### config.mk
export PLATFORM = sky130hd
export DESIGN_NAME = ctrl_uart_rx
export DESIGN_NICKNAME = d
export VERILOG_FILES = /design/src/rtl/ctrl_uart_rx.sv
export SDC_FILE = /design/constraint.sdc
export NUM_CORES = 1
export LEC_CHECK = 0
export ABC_AREA = 0
export CAP_MARGIN = 20
export CORE_MARGIN = 5
export CORE_UTILIZATION = 54
export CTS_CLUSTER_SIZE = 30
export DETAILED_ROUTE_END_ITERATION = 8
export PLACE_DENSITY_LB_ADDON = 0.12
export REMOVE_ABC_BUFFERS = 1
export SLEW_MARGIN = 20
export SYNTH_ARGS = -nofsm -noshare
export SYNTH_HDL_FRONTEND = slang
export SYNTH_SLANG_ARGS = --single-unit
### constraint.sdc
create_clock -name clk -period 3.58 [get_ports clk]
set_input_delay 0.358 -clock clk [delete_from_list [all_inputs] [get_ports clk]]
set_output_delay 0.358 -clock clk [all_outputs]
set_load 0.005 [all_outputs]
### src/rtl/ctrl_uart_rx.sv
// ctrl_uart_rx: UART control-port receiver that feeds the LFO.
// It decodes framed register writes from the control-panel poller, holds the
// wave type, frequency and pulse width as registered outputs, and strobes
// upd/err for one cycle on each commit or error.
// Optional feature macro: CTRL_RX_CHECKSUM_EN. When it is defined, frames are
// 4 bytes (sync, header, data low, XOR checksum). When it is not defined,
// frames are 3 bytes and commit on the data-low byte.
module ctrl_uart_rx #(
  parameter int unsigned CLKS_PER_BIT = 208,
  parameter int unsigned TIMEOUT_CLKS = 24000,
  parameter logic [9:0]  PW_RESET     = 10'd512
) (
  input  logic       clk,
  input  logic       reset,
  input  logic       rx,
  output logic [1:0] lfo_wave_type,
  output logic [9:0] lfo_frequency,
  output logic [9:0] lfo_pulse_width,
  output logic       upd,
  output logic [1:0] upd_addr,
  output logic       err
);

  localparam int unsigned BIT_CW = (CLKS_PER_BIT > 1) ? $clog2(CLKS_PER_BIT) : 1;
  localparam int unsigned TMO_CW = (TIMEOUT_CLKS > 1) ? $clog2(TIMEOUT_CLKS) : 1;
  localparam logic [BIT_CW-1:0] BIT_LAST  = BIT_CW'(CLKS_PER_BIT - 1);
  localparam logic [BIT_CW-1:0] HALF_LAST = BIT_CW'(CLKS_PER_BIT / 2 - 1);
  localparam logic [BIT_CW-1:0] BIT_ONE   = BIT_CW'(1);
  localparam logic [TMO_CW-1:0] TMO_LAST  = TMO_CW'(TIMEOUT_CLKS - 1);
  localparam logic [TMO_CW-1:0] TMO_ONE   = TMO_CW'(1);
  localparam logic [7:0]        SYNC_BYTE = 8'h5A;

  typedef enum logic [1:0] {
    S_IDLE  = 2'd0,
    S_START = 2'd1,
    S_DATA  = 2'd2,
    S_STOP  = 2'd3
  } rx_state_e;

  typedef enum logic [1:0] {
    P_SYNC = 2'd0,
    P_HDR  = 2'd1,
`ifdef CTRL_RX_CHECKSUM_EN
    P_LO   = 2'd2,
    P_CHK  = 2'd3
`else
    P_LO   = 2'd2
`endif
  } p_state_e;

`ifdef CTRL_RX_CHECKSUM_EN
  // Checksum byte expected for a given header and data-low byte.
  function automatic logic [7:0] frame_chk(input logic [7:0] hdr, input logic [7:0] lo);
    frame_chk = hdr ^ lo;
  endfunction
`endif

  // Synchronizer
  logic        rx_meta_q, rx_meta_d;
  logic        rxs_q, rxs_d;
  // Bit receiver
  rx_state_e   rx_state_q, rx_state_d;
  logic [BIT_CW-1:0] bit_cnt_q, bit_cnt_d;
  logic [2:0]  bit_idx_q, bit_idx_d;
  logic [7:0]  shreg_q, shreg_d;
  logic        wait_high_q, wait_high_d;
  logic        byte_stb_q, byte_stb_d;
  logic [7:0]  byte_q, byte_d;
  logic        frm_err_s;
  // Parser
  p_state_e    p_state_q, p_state_d;
  logic [3:0]  hdr_addr_q, hdr_addr_d;
  logic [1:0]  hdr_dhi_q, hdr_dhi_d;
`ifdef CTRL_RX_CHECKSUM_EN
  logic [7:0]  lo_q, lo_d;
`endif
  logic [TMO_CW-1:0] tmo_cnt_q, tmo_cnt_d;
  logic        cm_pend_q, cm_pend_d;
  logic [3:0]  cm_addr_q, cm_addr_d;
  logic [9:0]  cm_data_q, cm_data_d;
  // Outputs
  logic [1:0]  wave_q, wave_d;
  logic [9:0]  freq_q, freq_d;
  logic [9:0]  pw_q, pw_d;
  logic        upd_q, upd_d;
  logic [1:0]  upd_addr_q, upd_addr_d;
  logic        err_q, err_d;

  // Two-flop synchronizer input stage for the asynchronous rx line.
  always_comb begin
    rx_meta_d = rx;
    rxs_d     = rx_meta_q;
  end

  // Bit receiver: start detection, mid-bit sampling, stop-bit check.
  always_comb begin
    rx_state_d  = rx_state_q;
    bit_cnt_d   = bit_cnt_q;
    bit_idx_d   = bit_idx_q;
    shreg_d     = shreg_q;
    wait_high_d = wait_high_q;
    byte_stb_d  = 1'b0;
    byte_d      = byte_q;
    frm_err_s   = 1'b0;
    case (rx_state_q)
      S_IDLE: begin
        bit_cnt_d = '0;
        bit_idx_d = 3'd0;
        if (wait_high_q) begin
          // After a framing error the line must return high before a new start.
          if (rxs_q) begin
            wait_high_d = 1'b0;
          end else begin
            wait_high_d = 1'b1;
          end
        end else if (!rxs_q) begin
          rx_state_d = S_START;
        end else begin
          rx_state_d = S_IDLE;
        end
      end
      S_START: begin
        if (bit_cnt_q == HALF_LAST) begin
          bit_cnt_d = '0;
          if (rxs_q) begin
            rx_state_d = S_IDLE;  // false start, silently ignored
          end else begin
            rx_state_d = S_DATA;
          end
        end else begin
          bit_cnt_d = bit_cnt_q + BIT_ONE;
        end
      end
      S_DATA: begin
        if (bit_cnt_q == BIT_LAST) begin
          bit_cnt_d = '0;
          shreg_d   = {rxs_q, shreg_q[7:1]};
          bit_idx_d = bit_idx_q + 3'd1;
          if (bit_idx_q == 3'd7) begin
            rx_state_d = S_STOP;
          end else begin
            rx_state_d = S_DATA;
          end
        end else begin
          bit_cnt_d = bit_cnt_q + BIT_ONE;
        end
      end
      S_STOP: begin
        if (bit_cnt_q == BIT_LAST) begin
          bit_cnt_d  = '0;
          rx_state_d = S_IDLE;
          if (rxs_q) begin
            byte_stb_d = 1'b1;
            byte_d     = shreg_q;
          end else begin
            frm_err_s   = 1'b1;
            wait_high_d = 1'b1;
          end
        end else begin
          bit_cnt_d = bit_cnt_q + BIT_ONE;
        end
      end
      default: begin
        rx_state_d = S_IDLE;
        bit_cnt_d  = '0;
      end
    endcase
  end

  // Frame parser and inter-byte timeout; framing errors win over timeouts.
  always_comb begin
    p_state_d  = p_state_q;
    hdr_addr_d = hdr_addr_q;
    hdr_dhi_d  = hdr_dhi_q;
`ifdef CTRL_RX_CHECKSUM_EN
    lo_d       = lo_q;
`endif
    tmo_cnt_d  = tmo_cnt_q;
    cm_pend_d  = 1'b0;
    cm_addr_d  = cm_addr_q;
    cm_data_d  = cm_data_q;
    err_d      = 1'b0;
    if (frm_err_s) begin
      p_state_d = P_SYNC;
      err_d     = 1'b1;
      tmo_cnt_d = '0;
    end else if (byte_stb_q) begin
      tmo_cnt_d = '0;
      case (p_state_q)
        P_SYNC: begin
          if (byte_q == SYNC_BYTE) begin
            p_state_d = P_HDR;
          end else begin
            p_state_d = P_SYNC;
          end
        end
        P_HDR: begin
          if (byte_q[3:2] != 2'b00) begin
            err_d     = 1'b1;
            p_state_d = P_SYNC;
          end else begin
            hdr_addr_d = byte_q[7:4];
            hdr_dhi_d  = byte_q[1:0];
            p_state_d  = P_LO;
          end
        end
`ifdef CTRL_RX_CHECKSUM_EN
        P_LO: begin
          lo_d      = byte_q;
          p_state_d = P_CHK;
        end
        P_CHK: begin
          p_state_d = P_SYNC;
          if (byte_q == frame_chk({hdr_addr_q, 2'b00, hdr_dhi_q}, lo_q)) begin
            cm_pend_d = 1'b1;
            cm_addr_d = hdr_addr_q;
            cm_data_d = {hdr_dhi_q, lo_q};
          end else begin
            err_d = 1'b1;
          end
        end
`else
        P_LO: begin
          p_state_d = P_SYNC;
          cm_pend_d = 1'b1;
          cm_addr_d = hdr_addr_q;
          cm_data_d = {hdr_dhi_q, byte_q};
        end
`endif
        default: begin
          p_state_d = P_SYNC;
        end
      endcase
    end else if (p_state_q == P_SYNC) begin
      tmo_cnt_d = '0;
    end else if (tmo_cnt_q == TMO_LAST) begin
      err_d     = 1'b1;
      p_state_d = P_SYNC;
      tmo_cnt_d = '0;
    end else begin
      tmo_cnt_d = tmo_cnt_q + TMO_ONE;
    end
  end

  // Commit stage: one cycle after the parser accepts a frame, update the target register.
  always_comb begin
    wave_d     = wave_q;
    freq_d     = freq_q;
    pw_d       = pw_q;
    upd_d      = 1'b0;
    upd_addr_d = upd_addr_q;
    if (cm_pend_q) begin
      case (cm_addr_q)
        4'd0: begin
          wave_d     = cm_data_q[1:0];
          upd_d      = 1'b1;
          upd_addr_d = 2'd0;
        end
        4'd1: begin
          freq_d     = cm_data_q;
          upd_d      = 1'b1;
          upd_addr_d = 2'd1;
        end
        4'd2: begin
          pw_d       = cm_data_q;
          upd_d      = 1'b1;
          upd_addr_d = 2'd2;
        end
        default: begin
          upd_d = 1'b0;  // unmapped address: frame consumed, nothing written
        end
      endcase
    end else begin
      upd_d = 1'b0;
    end
  end

  // State register for all stages with synchronous active-high reset.
  always_ff @(posedge clk) begin
    if (reset) begin
      rx_meta_q   <= 1'b1;
      rxs_q       <= 1'b1;
      rx_state_q  <= S_IDLE;
      bit_cnt_q   <= '0;
      bit_idx_q   <= 3'd0;
      shreg_q     <= 8'd0;
      wait_high_q <= 1'b0;
      byte_stb_q  <= 1'b0;
      byte_q      <= 8'd0;
      p_state_q   <= P_SYNC;
      hdr_addr_q  <= 4'd0;
      hdr_dhi_q   <= 2'd0;
`ifdef CTRL_RX_CHECKSUM_EN
      lo_q        <= 8'd0;
`endif
      tmo_cnt_q   <= '0;
      cm_pend_q   <= 1'b0;
      cm_addr_q   <= 4'd0;
      cm_data_q   <= 10'd0;
      wave_q      <= 2'd0;
      freq_q      <= 10'd0;
      pw_q        <= PW_RESET;
      upd_q       <= 1'b0;
      upd_addr_q  <= 2'd0;
      err_q       <= 1'b0;
    end else begin
      rx_meta_q   <= rx_meta_d;
      rxs_q       <= rxs_d;
      rx_state_q  <= rx_state_d;
      bit_cnt_q   <= bit_cnt_d;
      bit_idx_q   <= bit_idx_d;
      shreg_q     <= shreg_d;
      wait_high_q <= wait_high_d;
      byte_stb_q  <= byte_stb_d;
      byte_q      <= byte_d;
      p_state_q   <= p_state_d;
      hdr_addr_q  <= hdr_addr_d;
      hdr_dhi_q   <= hdr_dhi_d;
`ifdef CTRL_RX_CHECKSUM_EN
      lo_q        <= lo_d;
`endif
      tmo_cnt_q   <= tmo_cnt_d;
      cm_pend_q   <= cm_pend_d;
      cm_addr_q   <= cm_addr_d;
      cm_data_q   <= cm_data_d;
      wave_q      <= wave_d;
      freq_q      <= freq_d;
      pw_q        <= pw_d;
      upd_q       <= upd_d;
      upd_addr_q  <= upd_addr_d;
      err_q       <= err_d;
    end
  end

  assign lfo_wave_type   = wave_q;
  assign lfo_frequency   = freq_q;
  assign lfo_pulse_width = pw_q;
  assign upd             = upd_q;
  assign upd_addr        = upd_addr_q;
  assign err             = err_q;

endmodule

==> Word-level counts from Yosys, hierarchy flattened <==
Index checks and enable logic that the tools add are counted.
{ "totals": {"romBits": 0, "latchBits": 0, "input_bits": 3, "out_inout_bits": 26, "mem_bits_rw": 0, "mem_count": 0, "reg_bits": 97} }
{ "classes": {"bitwise": 6, "reduce_logical": 27, "div_mod_pow": 0, "n_mul": 0, "n_eq_ne": 18, "mux": 36, "shift": 0, "n_addsub": 3, "n_lt_le_gt_ge": 0} }
{ "ops": {"columns": ["operator", "count"], "rows": [
  ["8-bit case mux with 3 select lines", 1],
  ["1-bit 2-to-1 mux", 18],
  ["2-bit 2-to-1 mux", 9],
  ["8-bit by 7-bit == test with 1-bit output, second input constant", 2],
  ["8-bit 2-to-1 mux", 2],
  ["15-bit by 1-bit adder with 15-bit output, second input constant", 1],
  ["15-bit == test, second input constant", 1],
  ["2-bit AND reduction", 7],
  ["2-bit inequality test, second input constant", 6],
  ["3-bit AND reduction", 3],
  ["3-bit OR reduction", 3],
  ["8-bit by 1-bit adder with 8-bit output, second input constant", 1],
  ["8-bit == test, second input constant", 1],
  ["2-bit case mux with 4 select lines", 1],
  ["4-bit AND reduction", 2],
  ["2-bit nonzero test", 4],
  ["2-bit == test, second input constant", 3],
  ["1-bit NOT", 6],
  ["2-bit case mux with 3 select lines", 1],
  ["3-bit case mux with 2 select lines", 1],
  ["2-bit OR reduction", 3],
  ["5-bit OR reduction", 1],
  ["2-bit by 1-bit == test with 1-bit output, second input constant", 2],
  ["4-bit by 1-bit == test with 1-bit output, second input constant", 1],
  ["other kinds (9)", 10]
]} }

==> Longest topological paths before layout <==
Gate-level depths: netlist (run 1).
{ "depth": {"word_depth": 5, "depth_mapped": 7, "depth_no_buf": 5} }

==> Worst setup path after synthesis (run 1) <==
Ideal clock, no wire load.
{ "synth_timing": {"path_kind": "reg2reg", "from": "register tmo_cnt_q[6]", "to": "register tmo_cnt_q[12]", "path_stages_with_launch": 8, "t_arrival_ps": 1828, "required_ps": 3465, "path_slack_ps": 1637, "path_cell_list": "dfxtp_1 -> buf_6 -> or4b_1 -> or4_4 -> or4b_1 -> buf_6 -> buf_8 -> nor2_1"} }
{ "synth_via": {"elab_chain_cells": 2, "word_cells_on_any_way": 3, "cone_classes": "add/sub (1); eq/ne (1); reduce/logical (1)"} }
{ "synth_lines": {"columns": ["item", "line", "rtl"], "rows": [
  ["start: declaration", "77", "logic [TMO_CW-1:0] tmo_cnt_q, tmo_cnt_d;"],
  ["start signal: assignment", "322", "tmo_cnt_q <= tmo_cnt_d;"],
  ["parallel branches: the longest is 2 deep, another holds 15-bit by 1-bit adder with 15-bit output", null, null]
]} }
Several ways; the timed one is not identified.
A chain may end at the register's enable or synchronous reset.

==> Final worst setup path (run 1) <==
{ "layout_timing": {"from": "register bit_cnt_q[0]", "to": "register tmo_cnt_q[8]"} }
{ "layout_via": {"elab_chain_cells": 4} }
{ "layout_lines": {"columns": ["item", "line", "rtl"], "rows": [
  ["start: declaration", "63", "logic [BIT_CW-1:0] bit_cnt_q, bit_cnt_d;"],
  ["start signal: assignment", "310", "bit_cnt_q <= bit_cnt_d;"],
  ["8-bit == test", "149", "if (bit_cnt_q == BIT_LAST) begin"],
  ["1-bit 2-to-1 mux", "149", null],
  ["1-bit 2-to-1 mux", "105", "case (rx_state_q)"],
  ["5-bit OR reduction (no line)", null, null]
]} }
Every way passes these cells.

==> impl_metrics.ini, run 1 <==
[outcome]
status = complete, no violations

[yosys]
synthTopCellsByArea = dfxtp_1 (52%), mux2i_1 (6.9%), nor2_1 (5.6%)
syn_area_sq_mm = 0.00376
syn_inst = 413
postSynthAreaPerCell_sq_um = 9.11
ys_seq_area_share_pct = 51.6
async_flop_share_pct = 0
ys_types = 42
ys_ff_latch = 97
netlist.area_leader.share_pct = 51.6
yosys.area.top_type = dfxtp_1
synth_edf_count = 0
ys.flop_type = dfxtp_1
yosys_warnings = 0

[clock_tree]
numCtsBuffers = 9
cts.htree.levels = 3
cts_root_buffer = clkbuf_8
clk_latency_ns = 0.36
numClockSinks = 97
ctsResizeCount = 0
cts_tree = built
postCtsSetupBuffers = 0
clock_path_buffers = 2
path_clk_slew_ns = 0.09
postCtsHoldBufs = 0

[detailed_routing]
dr.pass1.iters = 4
routed_wl_um = 6720
vias = 2796
postRouteAntennaNets = 0
wl_met2_um = 2990
drtIter0Drc = 117
wl_per_cell_um = 12.5
remaining_drc_errors = 0
wl_met1_um = 3390
vias_per_cell = 5.22
met3WireLength_um = 262
dr.max_layer_used = met4

[layout]
final_util_pct = 63.8
layout_common_cells = dfxtp_1 (97), nor2_1 (56), nand2_1 (44)
final-seq-area_sq_mm = 0.00194
final_cells = 536
final_common_cell = dfxtp_1
diodes = 0
fin_area_sq_mm = 0.00433
drive_gt1_share_pct = 6.59
multi_input_area_sq_mm = 0.00170
nNetsFinal = 442
fillerInstances = 616
area_delta_synth_final_pct = 15.2

[job]
cap_violations = 0

[worst_setup_path]
critPathArrivalTime_ns = 2.46
r2r-start = bit_cnt_q[0]
reg2regPathDepth = 5
crit_type = flip-flop to flip-flop
cp-start-kind = flip-flop
regToRegSetupSlack_ns = 1.34
timing.rr.end = tmo_cnt_q[8]
crit_fanout = 15
end_kind = flip-flop
cp.required_ns = 3.80

[floorplanning]
die_w_um = 93.5
initial_utilization_pct = 55.4
rows = 30
coreArea_sq_mm = 0.00679
io_pins = 29
die_h_um = 93.5
dieArea_sq_mm = 0.00873

[timing]
skew_ns = 0.0148
worstMarginPinSlew_ns = 0.891
rsz0062_at_grt = false
hold_viol = 0
setup_viol = 0
drv_slew = 0
min_period_ns = 2.24
fin_tns_setup_ns = 0
period_share_pct = 62.6
fmax_mhz = 446
slew_headroom_pct = 40.6

[placement]
dp_cells = 520
placed_area_sq_mm = 0.00409
io_buffers = 28
dp_hpwl_um = 4680
gp_congestion = 0.795

[min_path]
min_to = rxs_q
hold_depth = 1
hp-start = rx_meta_q
hold_class = flip-flop to flip-flop

[power_and_ir_drop]
seqPwrFrac_pct = 56.0
power_density_mw_per_mm2 = 446
finalPower_uw = 1930
switching_share_pct = 19.6
power.leakage_uw = 0.00137
power.internal_uw = 1550
p_clk_share_pct = 42.9
irDropWorstVdd_uv = 256
netSwitchingPower_uw = 379
p_comb_share_pct = 1.1

[global_routing]
antenna_found_initial = 0
grt_pass1_vias = 2611
grt_max_degree = 53
grt_pass1_wl_um = 11900
grt.total_usage_pct = 16.9
grt_overflow = 0
==> final cells by class <==
type                       instances  share of cell area (%)
inverter                           7                   0.607
timing repair buffer              32                    7.05
clock buffer                      10                    2.95
multi-input combinational        288                    39.2
tap                               96                    2.77
clock inverter                     6                    2.60
sequential                        97                    44.8
==> worst max path at each step <==
stage	from	end	slack, ns	depth (start not counted)
after floorplan	cm_addr_q[0]	lfo_pulse_width[9]	1.08	4
after CTS	bit_cnt_q[0]	tmo_cnt_q[8]	1.32	5
after global placement	bit_cnt_q[0]	byte_q[1]	1.44	5
after global routing	bit_cnt_q[0]	tmo_cnt_q[8]	1.13	5
after detailed placement	bit_cnt_q[0]	tmo_cnt_q[8]	1.34	5
final	bit_cnt_q[0]	tmo_cnt_q[8]	1.34	5
==> power groups by stage <==
stage / Combinational (uW) / Sequential, uW / Clock, uW
2_1_floorplan: 8.20 / 1110 / 0
3_3_place_gp: 21.0 / 1110 / 0
3_5_place_dp: 21.3 / 1110 / 0
4_1_cts: 21.3 / 1080 / 855
5_1_grt: 23.7 / 1080 / 899
6_report: 21.1 / 1080 / 830
==> synthesized netlist by cell type (3+ instances only) <==
library cell,instances
nor3_1,11
nor4_1,7
nand3_1,41
xnor2_1,15
xor2_1,3
mux2i_1,26
nand2_1,44
ha_1,4
dfxtp_1,97
nand2b_1,4
clkbuf_1,15
a21oi_1,25
o21ai_0,14
inv_1,7
nor2_1,56
nand4_1,4
==> per-stage QoR <==
step	setup slack [ns]	hold slack, ns
after floorplan	1.08	0.389
after global placement	1.44	0.394
after detailed placement	1.34	0.399
after CTS	1.32	0.420
after global routing	1.13	0.425
final	1.34	0.418
==> kinds of logic after synthesis <==
group                    count (synthesis)  share of synthesized area, %
AND/OR/NAND/NOR                        189                          24.2
buffers and inverters                   28                          3.56
flip-flops                              97                          51.6
XOR/XNOR                                18                          4.19
multiplexers                            27                          7.22
AO/OA/AOI/OAI                           50                          7.85
adder cells (fa/ha/maj)                  4                          1.33
==> flip-flops by register name, indices dropped and copies added (netlist names), named ones only <==
register,count
lfo_wave_type,2
rx_meta_q,1
lfo_pulse_width,10
upd,1
hdr_dhi_q,2
cm_addr_q,4
upd_addr,2
bit_idx_q,3
err,1
byte_stb_q,1
lfo_frequency,10
cm_pend_q,1
p_state_q,2
hdr_addr_q,4
byte_q,8
rxs_q,1
rx_state_q,1
shreg_q,8
bit_cnt_q,8
cm_data_q,10
wait_high_q,1
tmo_cnt_q,15
==> worst max-delay path: stages, from the launching register on <==
cell	delay (ns)
dfxtp_1	0.36
ha_1	0.23
nand4b_1	0.39
o31ai_1	0.51
or4b_1	0.50
nor2_1	0.11
==> routing by layer <==
layer  vias to the layer above  GRT usage, %
li1                       1467             -
met1                      1285          22.7
met2                        38          26.3
met3                         6          4.34
met4                         0          5.86
met5                         -             0
No activity file was read; power rests on OpenSTA's default activity.
==> run 2, diff against run 1 <==
Clock period 3.58 ns to 2.1 ns, I/O delays scaled along.
==> run 2 against run 1 <==
  * Largest cell class unchanged
  * Critical path depth did not move
  * Via count rose by 4.6%
  * Clock power rose by 61%
  * Register-to-register slack got worse by 1.1 ns
  * Final cell count rose by 2.6%
  * Flip-flop and latch count did not move
==> impl_metrics.ini, run 2 (synthesized netlist as in run 1, its figures left out) <==
[outcome]
status = complete, no violations

[detailed_routing]
routed_wl_um = 7100
drtIter0Drc = 98
wl_per_cell_um = 12.9
remaining_drc_errors = 0
vias_per_cell = 5.32
dr.pass1.iters = 5
vias = 2926
postRouteAntennaNets = 0

[timing]
skew_ns = 0.0101
rsz0062_at_grt = false
fin_tns_setup_ns = 0
slew_headroom_pct = 66.4
drv_slew = 0
hold_viol = 0
min_period_ns = 1.89
setup_ws_ns = 0.210
fmax_mhz = 529
setup_viol = 0
period_share_pct = 90.0
worstMarginPinSlew_ns = 0.500

[clock_tree]
path_clk_slew_ns = 0.09
cts_root_buffer = clkbuf_8
ctsResizeCount = 0
postCtsSetupBuffers = 0
clock_path_buffers = 2
numCtsBuffers = 9
cts.htree.levels = 3
cts_tree = built
numClockSinks = 97
clk_latency_ns = 0.35
postCtsHoldBufs = 0

[layout]
final_util_pct = 65.5
nNetsFinal = 456
fin_area_sq_mm = 0.00445
layout_common_cells = dfxtp_1 (97), nor2_1 (56), nand2_1 (44)
diodes = 0
drive_gt1_share_pct = 9.69
area_delta_synth_final_pct = 18.3
final_cells = 550
final_common_cell = dfxtp_1
fillerInstances = 605
largest_reg_flops = 15
top_register = tmo_cnt_q

[worst_setup_path]
path_delay_family = simple AND/OR/NAND/NOR gates
end_kind = flip-flop
r2r-start = tmo_cnt_q[9]
reg2regPathDepth = 5
cp-start-kind = flip-flop
critical-path-max-stage-delay_ns = 0.52
crit_type = flip-flop to flip-flop
crit_fanout = 15
timing.rr.end = tmo_cnt_q[9]
cp_cell_sequence = or4b_1 > or4_4 > or4b_1 > buf_12 > nor2_1
path_buf_inv = 1
regToRegSetupSlack_ns = 0.21
cp.required_ns = 2.35
cp_common_cell = or4b_1
critPathArrivalTime_ns = 2.14
crit_slowest_cell = or4b_1

[power_and_ir_drop]
netSwitchingPower_uw = 685
p_comb_share_pct = 1.2
p_clk_share_pct = 41.5
power_density_mw_per_mm2 = 723
power.leakage_uw = 0.00144
seqPwrFrac_pct = 57.3
power.internal_uw = 2530
irDropWorstVdd_uv = 457
switching_share_pct = 21.3

[min_path]
hold_class = input pin to flip-flop
hold_depth = 4
min_to = p_state_q[0]
hp-start = reset

[floorplanning]
io_pins = 29
die_w_um = 93.5
coreArea_sq_mm = 0.00679
dieArea_sq_mm = 0.00873
initial_utilization_pct = 55.4
die_h_um = 93.5
rows = 30

[global_routing]
antenna_found_initial = 0
grt_pass1_wl_um = 12400
grt.total_usage_pct = 17.6
grt_overflow = 0
grt_pass1_vias = 2782
grt_max_degree = 51

[placement]
placed_area_sq_mm = 0.00422
gp_congestion = 0.835
preCtsSetupSlack_ns = 0.230
dp_cells = 534
io_buffers = 28
dp_hpwl_um = 4970

[job]
cap_violations = 0
run 2: cell count changes in the layout (fill, tap and decap cells not counted):
| cell | previous run | this run |
|---|---|---|
| buf_12 | 0 | 2 |
| buf_4 | 4 | 16 |
| bufinv_16 | 3 | 2 |
| clkbuf_1 | 1 | 0 |
| clkinv_2 | 1 | 0 |
| clkinv_4 | 0 | 2 |
| clkinvlp_4 | 0 | 2 |
| inv_6 | 2 | 0 |
| inv_8 | 0 | 1 |
run 2: routing by layer:
| layer | GRT usage [%] | vias up | share of wire [%] |
|---|---|---|---|
| met5 | 0 | - | 0 |
| met4 | 6.59 | 0 | 1.1 |
| met3 | 4.59 | 9 | 4.1 |
| met2 | 30.9 | 47 | 49 |
| met1 | 20.3 | 1368 | 46 |
| li1 | - | 1502 | - |
run 2: power groups by stage:
stage               Combinational [uW]  Sequential [uW]  Clock, uW
global route                      42.3             1840       1460
floorplan                         14.0             1890          0
CTS                               38.4             1840       1370
global placement                  38.3             1890          0
detailed placement                38.6             1890          0
finish                            38.3             1840       1340
run 2: cell type report:
type / instances / area, sq um / share of cell area (%)
sequential: 97 / 1940 / 43.6
multi-input combinational: 288 / 1700 / 38.2
timing repair buffer: 46 / 435 / 9.79
clock buffer: 9 / 124 / 2.78
tap: 96 / 120 / 2.70
clock inverter: 7 / 104 / 2.33
inverter: 7 / 26.3 / 0.591
run 2: worst reg2reg max path: stages (launching register included):
cell	delay (ns)
dfxtp_1	0.34
or4b_1	0.52
or4_4	0.51
or4b_1	0.22
buf_12	0.14
nor2_1	0.06
run 2: worst max-delay path by stage:
stage,end,slack (ns),depth (start not counted),startpoint
6_report,tmo_cnt_q[9],0.21,5,tmo_cnt_q[9]
5_1_grt,tmo_cnt_q[2],0.12,6,bit_cnt_q[0]
4_1_cts,tmo_cnt_q[9],0.21,5,tmo_cnt_q[9]
3_5_place_dp,tmo_cnt_q[9],0.23,5,tmo_cnt_q[9]
3_3_place_gp,tmo_cnt_q[6],0.26,5,tmo_cnt_q[9]
2_1_floorplan,lfo_pulse_width[9],-0.40,4,cm_addr_q[0]
run 2: through the flow:
stage          hold WS (ns)  power (uW)
3_3_place_gp          0.395        1920
6_report              0.232        3220
3_5_place_dp          0.400        1920
5_1_grt               0.250        3340
4_1_cts               0.221        3250
2_1_floorplan         0.279        1900
==> run 3, diff against run 2 <==
Settings changed: ABC_AREA 0 to 1.
==> run 3 against run 2 <==
  * Global-route usage increased by 0.21 points
  * Hold slack gained 0.011 ns
  * Synthesized cell count rose by 22%
  * First-iteration DRC count grew 66%
  * Final area decreased by 1.9%
  * Critical path type unchanged
==> impl_metrics.ini, run 3 <==
[timing]
slew_headroom_pct = 55.3
drv_slew = 0
worstMarginPinSlew_ns = 0.668
min_period_ns = 1.74
hold_viol = 0
period_share_pct = 82.6
setup_viol = 0
rsz0062_at_grt = false
fmax_mhz = 576
fin_tns_setup_ns = 0
skew_ns = 0.0109

[clock_tree]
postCtsSetupBuffers = 0
numCtsBuffers = 9
path_clk_slew_ns = 0.09
ctsResizeCount = 0
clk_latency_ns = 0.35
postCtsHoldBufs = 0
cts.htree.levels = 3
cts_tree = built
clock_path_buffers = 2
cts_root_buffer = clkbuf_8
numClockSinks = 97

[floorplanning]
initial_utilization_pct = 55.8
die_h_um = 94.0
die_w_um = 94.0
coreArea_sq_mm = 0.00683
dieArea_sq_mm = 0.00884
rows = 30
io_pins = 29

[min_path]
hold_class = input pin to flip-flop

[global_routing]
antenna_found_initial = 0
grt_max_degree = 34
grt.total_usage_pct = 17.8
grt_pass1_vias = 2860
grt_pass1_wl_um = 12800
grt_overflow = 0

[power_and_ir_drop]
seqPwrFrac_pct = 62.3
power.leakage_uw = 0.00155
netSwitchingPower_uw = 655
p_clk_share_pct = 35.6
irDropWorstVdd_uv = 382
power_density_mw_per_mm2 = 680
switching_share_pct = 22.1
finalPower_uw = 2970
power.internal_uw = 2310
p_comb_share_pct = 2.1

[worst_setup_path]
cp-start-kind = flip-flop
crit_slowest_cell = nor2_1
cp.required_ns = 2.34
crit_fanout = 12
critical-path-max-stage-delay_ns = 0.51
end_kind = flip-flop
crit_type = flip-flop to flip-flop
path_buf_inv = 0
cp_cell_sequence = nor2_1 > nand2_1 > nor2_1 > nand2_1 > nand2_1 > a21oi_1
cp_common_cell = nand2_1
critPathArrivalTime_ns = 1.97
path_delay_family = simple AND/OR/NAND/NOR gates

[layout]
layout_common_cells = nand2_1 (101), dfxtp_1 (97), nor2_1 (93)
final-seq-area_sq_mm = 0.00194
area_delta_synth_final_pct = 14.5
nNetsFinal = 540
diodes = 0
top_register = tmo_cnt_q
largest_reg_flops = 15
drive_gt1_share_pct = 6.15
final_common_cell = nand2_1
fillerInstances = 637
multi_input_area_sq_mm = 0.00164

[yosys]
ys_seq_area_share_pct = 50.9
syn_inst = 503
yosys.area.top_type = dfxtp_1
yosysMostFrequentCell = nand2_1
netlist.area_leader.share_pct = 50.9
ys_ff_latch = 97
syn_area_sq_mm = 0.00381
yosys_warnings = 0
ys_types = 23
synthTopCellsByCount = nand2_1 (101), dfxtp_1 (97), nor2_1 (93), a21oi_1 (51), inv_1 (39)
async_flop_share_pct = 0
ys.flop_type = dfxtp_1
synthTopCellsByArea = dfxtp_1 (51%), nand2_1 (9.9%), nor2_1 (9.2%)
postSynthAreaPerCell_sq_um = 7.58
synth_edf_count = 0

[detailed_routing]
postRouteAntennaNets = 0
vias_per_cell = 4.93
routed_wl_um = 7130
vias = 3121
drtIter0Drc = 163
remaining_drc_errors = 0
dr.pass1.iters = 4
wl_per_cell_um = 11.3

[job]
cap_violations = 0

[placement]
io_buffers = 28
dp_hpwl_um = 5190
gp_congestion = 0.771

[outcome]
status = complete, no violations
[run 3: cell type report]
type,count,share of cell area [%]
Sequential cell,97,44.5
Multi-Input combinational cell,348,37.6
Timing Repair Buffer,36,7.68
Inverter,41,3.53
Clock buffer,10,3.15
Tap cell,96,2.75
Clock inverter,5,0.745
[run 3: through the flow]
stage / std cells / area (sq um) / utilization [%] / worst slack (ns) / hold WS [ns]
after floorplan: 486 / 3740 / - / 0.506 / 0.279
after global placement: 618 / 4190 / 61.4 / 0.409 / 0.397
after detailed placement: 618 / 4190 / 61.4 / 0.345 / 0.397
after CTS: 633 / 4360 / 63.9 / 0.345 / 0.236
after global routing: 633 / 4360 / 63.9 / 0.164 / 0.264
final: 633 / 4360 / 63.9 / 0.365 / 0.243
[run 3: path summary, 6_finish.rpt]
| check | to | from | cells past startpoint | slack [ns] |
|---|---|---|---|---|
| worst min register to register | rxs_q | rx_meta_q | 1 | 0.41 |
| worst max register to register | lfo_frequency[1] | cm_addr_q[2] | 6 | 0.36 |
| worst min-delay path | byte_stb_q | reset | 2 | 0.24 |
| worst max-delay path | lfo_frequency[1] | cm_addr_q[2] | 6 | 0.36 |
[run 3: layer usage]
layer	track usage [%]	share of wire (%)
met2	27.7	44
met5	0	0
met4	6.02	1.5
met1	24.0	49
met3	4.49	5.1
[run 3: power by group through the flow]
stage | Combinational, uW | Sequential, uW | Clock, uW
2_1_floorplan | 34.8 | 1890 | 0
3_3_place_gp | 62.3 | 1890 | 0
3_5_place_dp | 62.6 | 1890 | 0
4_1_cts | 63.3 | 1850 | 1100
5_1_grt | 72.9 | 1850 | 1170
6_report | 62.9 | 1850 | 1060
[run 3: cell families (layout without fill, tap and decap cells)]
family,Yosys count,after routing,share of synthesized area [%]
DFF,97,97,50.9
xor gates and xnor gates,16,16,3.68
buffers and inverters,58,92,5.97
adders and majority gates,4,4,1.31
and+or+nand+nor,250,250,27.8
AOI/OAI and AO/OA,78,78,10.3
